$ cat config.mk
export PLATFORM = sky130hd
export DESIGN_NAME = complex_mult
export DESIGN_NICKNAME = d
export VERILOG_FILES = /design/src/rtl/complex_mult_pkg.sv /design/src/rtl/cmul_prod_stage.sv /design/src/rtl/complex_mult.sv
export SDC_FILE = /design/constraint.sdc
export NUM_CORES = 1
export LEC_CHECK = 0
export CAP_MARGIN = 10
export CORE_MARGIN = 3
export CORE_UTILIZATION = 55
export DETAILED_ROUTE_END_ITERATION = 10
export PLACE_DENSITY = 0.82
export SKIP_CTS_REPAIR_TIMING = 1
export SYNTH_ARGS = -nofsm -noshare
export SYNTH_HDL_FRONTEND = slang
export SYNTH_SLANG_ARGS = --single-unit
$ cat constraint.sdc
create_clock -name clk -period 6.2 [get_ports clk]
set_input_delay 1.24 -clock clk [delete_from_list [all_inputs] [get_ports clk]]
set_output_delay 1.24 -clock clk [all_outputs]
set_load 0.005 [all_outputs]
$ cat src/rtl/complex_mult_pkg.sv
// complex_pkg: shared widths, saturation limits and the saturate helper for complex_mult.
package complex_pkg;
    localparam int IN_W  = 8;
    localparam int OUT_W = 2 * IN_W;
    localparam logic signed [OUT_W-1:0] SAT_MAX = {1'b0, {(OUT_W-1){1'b1}}};
    localparam logic signed [OUT_W-1:0] SAT_MIN = {1'b1, {(OUT_W-1){1'b0}}};

    // Overflow shows up as disagreement between the two top bits of the wide sum.
    function automatic logic signed [OUT_W-1:0] saturate(input logic signed [OUT_W:0] x);
        return (x[OUT_W] == x[OUT_W-1]) ? x[OUT_W-1:0] : (x[OUT_W] ? SAT_MIN : SAT_MAX);
    endfunction
endpackage

$ cat src/rtl/cmul_prod_stage.sv
// cmul_prod_stage: operand capture followed by a registered four-product stage with a valid pipe.
module cmul_prod_stage #(
    parameter int IN_W = 8
) (
    input  logic                     clk,
    input  logic                     rst_n,
    input  logic signed [IN_W-1:0]   ar_i,
    input  logic signed [IN_W-1:0]   ai_i,
    input  logic signed [IN_W-1:0]   br_i,
    input  logic signed [IN_W-1:0]   bi_i,
    input  logic                     valid_i,
    output logic signed [2*IN_W-1:0] rr_o,
    output logic signed [2*IN_W-1:0] ii_o,
    output logic signed [2*IN_W-1:0] ri_o,
    output logic signed [2*IN_W-1:0] ir_o,
    output logic                     valid_o
);
    localparam int PW = 2 * IN_W;

    logic signed [IN_W-1:0] ar_q, ai_q, br_q, bi_q;
    logic signed [PW-1:0]   rr_q, ii_q, ri_q, ir_q;
    logic                   v1_q, v2_q;

    always_ff @(posedge clk or negedge rst_n) begin
        if (!rst_n) begin
            ar_q <= '0;
            ai_q <= '0;
            br_q <= '0;
            bi_q <= '0;
            v1_q <= 1'b0;
            rr_q <= '0;
            ii_q <= '0;
            ri_q <= '0;
            ir_q <= '0;
            v2_q <= 1'b0;
        end else begin
            v1_q <= valid_i;
            if (valid_i) begin
                ar_q <= ar_i;
                ai_q <= ai_i;
                br_q <= br_i;
                bi_q <= bi_i;
            end
            rr_q <= PW'(ar_q) * PW'(br_q);
            ii_q <= PW'(ai_q) * PW'(bi_q);
            ri_q <= PW'(ar_q) * PW'(bi_q);
            ir_q <= PW'(ai_q) * PW'(br_q);
            v2_q <= v1_q;
        end
    end

    assign rr_o    = rr_q;
    assign ii_o    = ii_q;
    assign ri_o    = ri_q;
    assign ir_o    = ir_q;
    assign valid_o = v2_q;
endmodule

$ cat src/rtl/complex_mult.sv
// complex_mult: three-stage pipelined signed complex multiplier with saturated, registered outputs.
module complex_mult #(
    parameter int IN_W  = complex_pkg::IN_W,
    parameter int OUT_W = complex_pkg::OUT_W
) (
    input  logic                    clk,
    input  logic                    rst_n,
    input  logic signed [IN_W-1:0]  a_real,
    input  logic signed [IN_W-1:0]  a_imag,
    input  logic signed [IN_W-1:0]  b_real,
    input  logic signed [IN_W-1:0]  b_imag,
    input  logic [1:0]              data_valid,
    output logic signed [OUT_W-1:0] z_real,
    output logic signed [OUT_W-1:0] z_imag,
    output logic                    z_valid
);
    import complex_pkg::*;

    logic signed [2*IN_W-1:0] rr, ii, ri, ir;
    logic                     v2;
    logic signed [OUT_W:0]    re_d, im_d;
    logic signed [OUT_W-1:0]  z_real_q, z_imag_q;
    logic                     z_valid_q;
    logic                     unused_dv;

    // Bit 1 of data_valid is reserved and deliberately has no effect.
    assign unused_dv = data_valid[1];

    cmul_prod_stage #(.IN_W(IN_W)) u_prod (
        .clk     (clk),
        .rst_n   (rst_n),
        .ar_i    (a_real),
        .ai_i    (a_imag),
        .br_i    (b_real),
        .bi_i    (b_imag),
        .valid_i (data_valid[0]),
        .rr_o    (rr),
        .ii_o    (ii),
        .ri_o    (ri),
        .ir_o    (ir),
        .valid_o (v2)
    );

    always_comb begin
        re_d = (OUT_W+1)'(rr) - (OUT_W+1)'(ii);
        im_d = (OUT_W+1)'(ri) + (OUT_W+1)'(ir);
    end

    always_ff @(posedge clk or negedge rst_n) begin
        if (!rst_n) begin
            z_real_q  <= '0;
            z_imag_q  <= '0;
            z_valid_q <= 1'b0;
        end else begin
            z_valid_q <= v2;
            if (v2) begin
                z_real_q <= saturate(re_d);
                z_imag_q <= saturate(im_d);
            end
        end
    end

    assign z_real  = z_real_q;
    assign z_imag  = z_imag_q;
    assign z_valid = z_valid_q;
endmodule

==> results.cfg <==
[yosys]
synthTopCellsByArea = fa_1 (28%), dfrtp_1 (21%), ha_1 (12%), inv_1 (8.5%), and2_1 (6.8%)
synth-edff-count = 0
syn_inst = 1618
ys_warn_count = 0
syn_nets = 2024
async_reset_ff_share_pct = 100
ys_types = 59
synth_area_um2 = 15700
synth_top_area_share_pct = 28.3
syn_area_per_cell_um2 = 9.71
synth_area_leader_cell = fa_1
ys_ff_latch = 131
synth_ff_type = dfrtp_1
yosysSeqAreaShare_pct = 20.9

[run_status]
run_status = completed

[global_routing]
track_usage_pct = 23.0
grt_pass1_vias = 11876
grt_start_max_net_pins = 69
grt.overflow.total = 0
grt_first_pass_wirelength_um = 57200
antenna_found_initial = 0

[drt]
wirelength_um = 33000
post_drt_wl_per_cell_um = 16.0
wl_met2_um = 15900
viasPerCell = 5.36
firstDrtPassIters = 7
ant_nets = 0
drt_iter0_drc = 756
vias = 11017
wl_met1_um = 13900
route.met3.wl_um = 2300
drc_errors = 0
highest-signal-layer = met4

[cells_and_area]
layout.nets = 2069
drive_gt1_share_pct = 5.55
n_antenna_cell = 0
area_growth_pct = 10.0
layout_commonest_cell = inv_1
most-common-layout-cells = inv_1 (355), fa_1 (222), and2_1 (172), ha_1 (148), dfrtp_1 (131)
multi_input_area_um2 = 10900
regArea_um2 = 3280
fillers = 2225

[run]
cap_viol_max_count = 0

[die]
num_io_pins = 69
die_w_um = 175
fp.coreArea_um2 = 28000
start_util_pct = 56.1
fp.dieH_um = 175
rows = 61
die_area_um2 = 30600

[timing]
finalSetupTns_ps = 0
min_period_over_period_pct = 84.1
worstMarginPinSlew_ps = 876
min_period_ps = 5210
rsz0062_at_grt = false
relSlewSlack_pct = 41.6
skew_ps = 14.2
fmax_mhz = 192
hold_violations = 0
setup_viol = 0
slew_viol_final = 0

[clock_network]
numCtsBuffers = 17
clockRootBuffer = clkbuf_16
htree_num_levels = 4
cts_tree = built
clk_pin_slew_worst_paths_ps = 70
clock_path_buffers = 2
clock-sinks = 131
clkLatencyLatePin_ps = 440

[min_path]
hold_class = reg -> reg
hold-path-cell-count = 0
min_from = u_prod.v1_q$_DFF_PN0_
worstHoldEndpoint = u_prod.valid_o$_DFF_PN0_

[worst_setup_path]
crit_type = reg -> reg
crit_fanout = 17
critical_path_required_ps = 6460
arrival_ps = 5470
start_kind = flip-flop
reg2reg_depth = 16
reg2reg_slack_ps = 990
endpoint_kind = flip-flop
r2r-start = u_prod.ar_q[5]$_DFFE_PN0P_
r2r-end = u_prod.ri_o[14]$_DFF_PN0_

[placement]
gp_congestion = 0.831
hpwl_um = 24300
io_buffer_count = 67
-- layer usage --
metal	vias to the layer above	GRT usage, %
met1	5525	31.1
met3	60	4.24
li1	5073	-
met5	-	0
met4	0	7.45
met2	359	37.8
-- sequential cells by signal (all words and copies together) (netlist names) --
register / count
u_prod.v1_q: 1
u_prod.ar_q: 8
u_prod.rr_o: 16
u_prod.ii_o: 16
u_prod.ir_o: 16
z_imag: 16
u_prod.ri_o: 16
z_valid: 1
u_prod.valid_o: 1
u_prod.br_q: 8
u_prod.ai_q: 8
u_prod.bi_q: 8
z_real: 16
-- per-stage QoR --
step / hold slack [ps] / worst slack (ps) / instance area, µm² / util [%] / std cells
2_1_floorplan: 331 / 1840 / 15700 / - / 1618
3_3_place_gp: 334 / 1270 / 16700 / 59.6 / 2022
3_5_place_dp: 356 / 1200 / 16700 / 59.6 / 2022
4_1_cts: 365 / 1070 / 17300 / 61.7 / 2054
5_1_grt: 366 / 742 / 17300 / 61.7 / 2054
6_report: 372 / 989 / 17300 / 61.7 / 2054
-- how the worst max path moves through the flow --
stage | start | end | cells past startpoint
global placement | u_prod.ar_q[5]$_DFFE_PN0P_ | u_prod.ri_o[14]$_DFF_PN0_ | 16
finish | u_prod.ar_q[5]$_DFFE_PN0P_ | u_prod.ri_o[14]$_DFF_PN0_ | 16
CTS | u_prod.ar_q[5]$_DFFE_PN0P_ | u_prod.ri_o[14]$_DFF_PN0_ | 16
global route | u_prod.ar_q[2]$_DFFE_PN0P_ | u_prod.ri_o[14]$_DFF_PN0_ | 15
floorplan | u_prod.ai_q[7]$_DFFE_PN0P_ | u_prod.ii_o[14]$_DFF_PN0_ | 18
detailed placement | u_prod.ar_q[5]$_DFFE_PN0P_ | u_prod.ri_o[14]$_DFF_PN0_ | 16
-- cell type report --
type / instances / area share (%)
clock buffer: 18 / 2.48
sequential: 131 / 19.0
multi-input combinational: 1084 / 63.0
tap: 378 / 2.73
clock inverter: 14 / 0.962
inverter: 355 / 7.71
timing repair buffer: 74 / 4.16
-- cell usage after synthesis (all sizes together), types with 3 or more instances --
master and n:
a21boi 5, a21o 13, a21oi 57, a41oi 3
and2 172, buf 10, clkbuf 38, dfrtp 131
fa 222, ha 148, inv 355, mux2 36
mux2i 3, nand2 93, nand2b 19, nand3 12
nor2 56, nor2b 36, nor3 10, o211ai 6
o21a 8, o21ai 28, o21bai 4, o22ai 17
o2bb2ai 14, o31ai 3, o41ai 4, or2 5
xnor2 76, xor2 11
-- cells by family (layout without fill, tap and decap cells) --
family	after synthesis	count (layout)	share of synthesized area (%)
simple gates	410	410	13.8
mux	39	39	2.77
compound gates	178	178	7.76
flops	131	131	20.9
xor+xnor	87	87	4.90
buf+inv	403	461	9.82
fa+ha+maj	370	370	40.1
-- worst max-delay path, stage by stage (launching register included) --
cell and delay, ps:
dfrtp_1 650, and2_1 320, fa_1 530, inv_1 50
fa_1 530, inv_1 50, fa_1 470, inv_1 50
fa_1 470, inv_1 50, ha_1 310, o21ai_0 130
a21boi_0 290, o21ai_0 180, a21oi_1 260, o21ai_0 180
o311ai_0 510
Power is left out: the tool's default activity adds up to more than one toggle a clock period on the data nets, which glitch-free logic cannot reach.
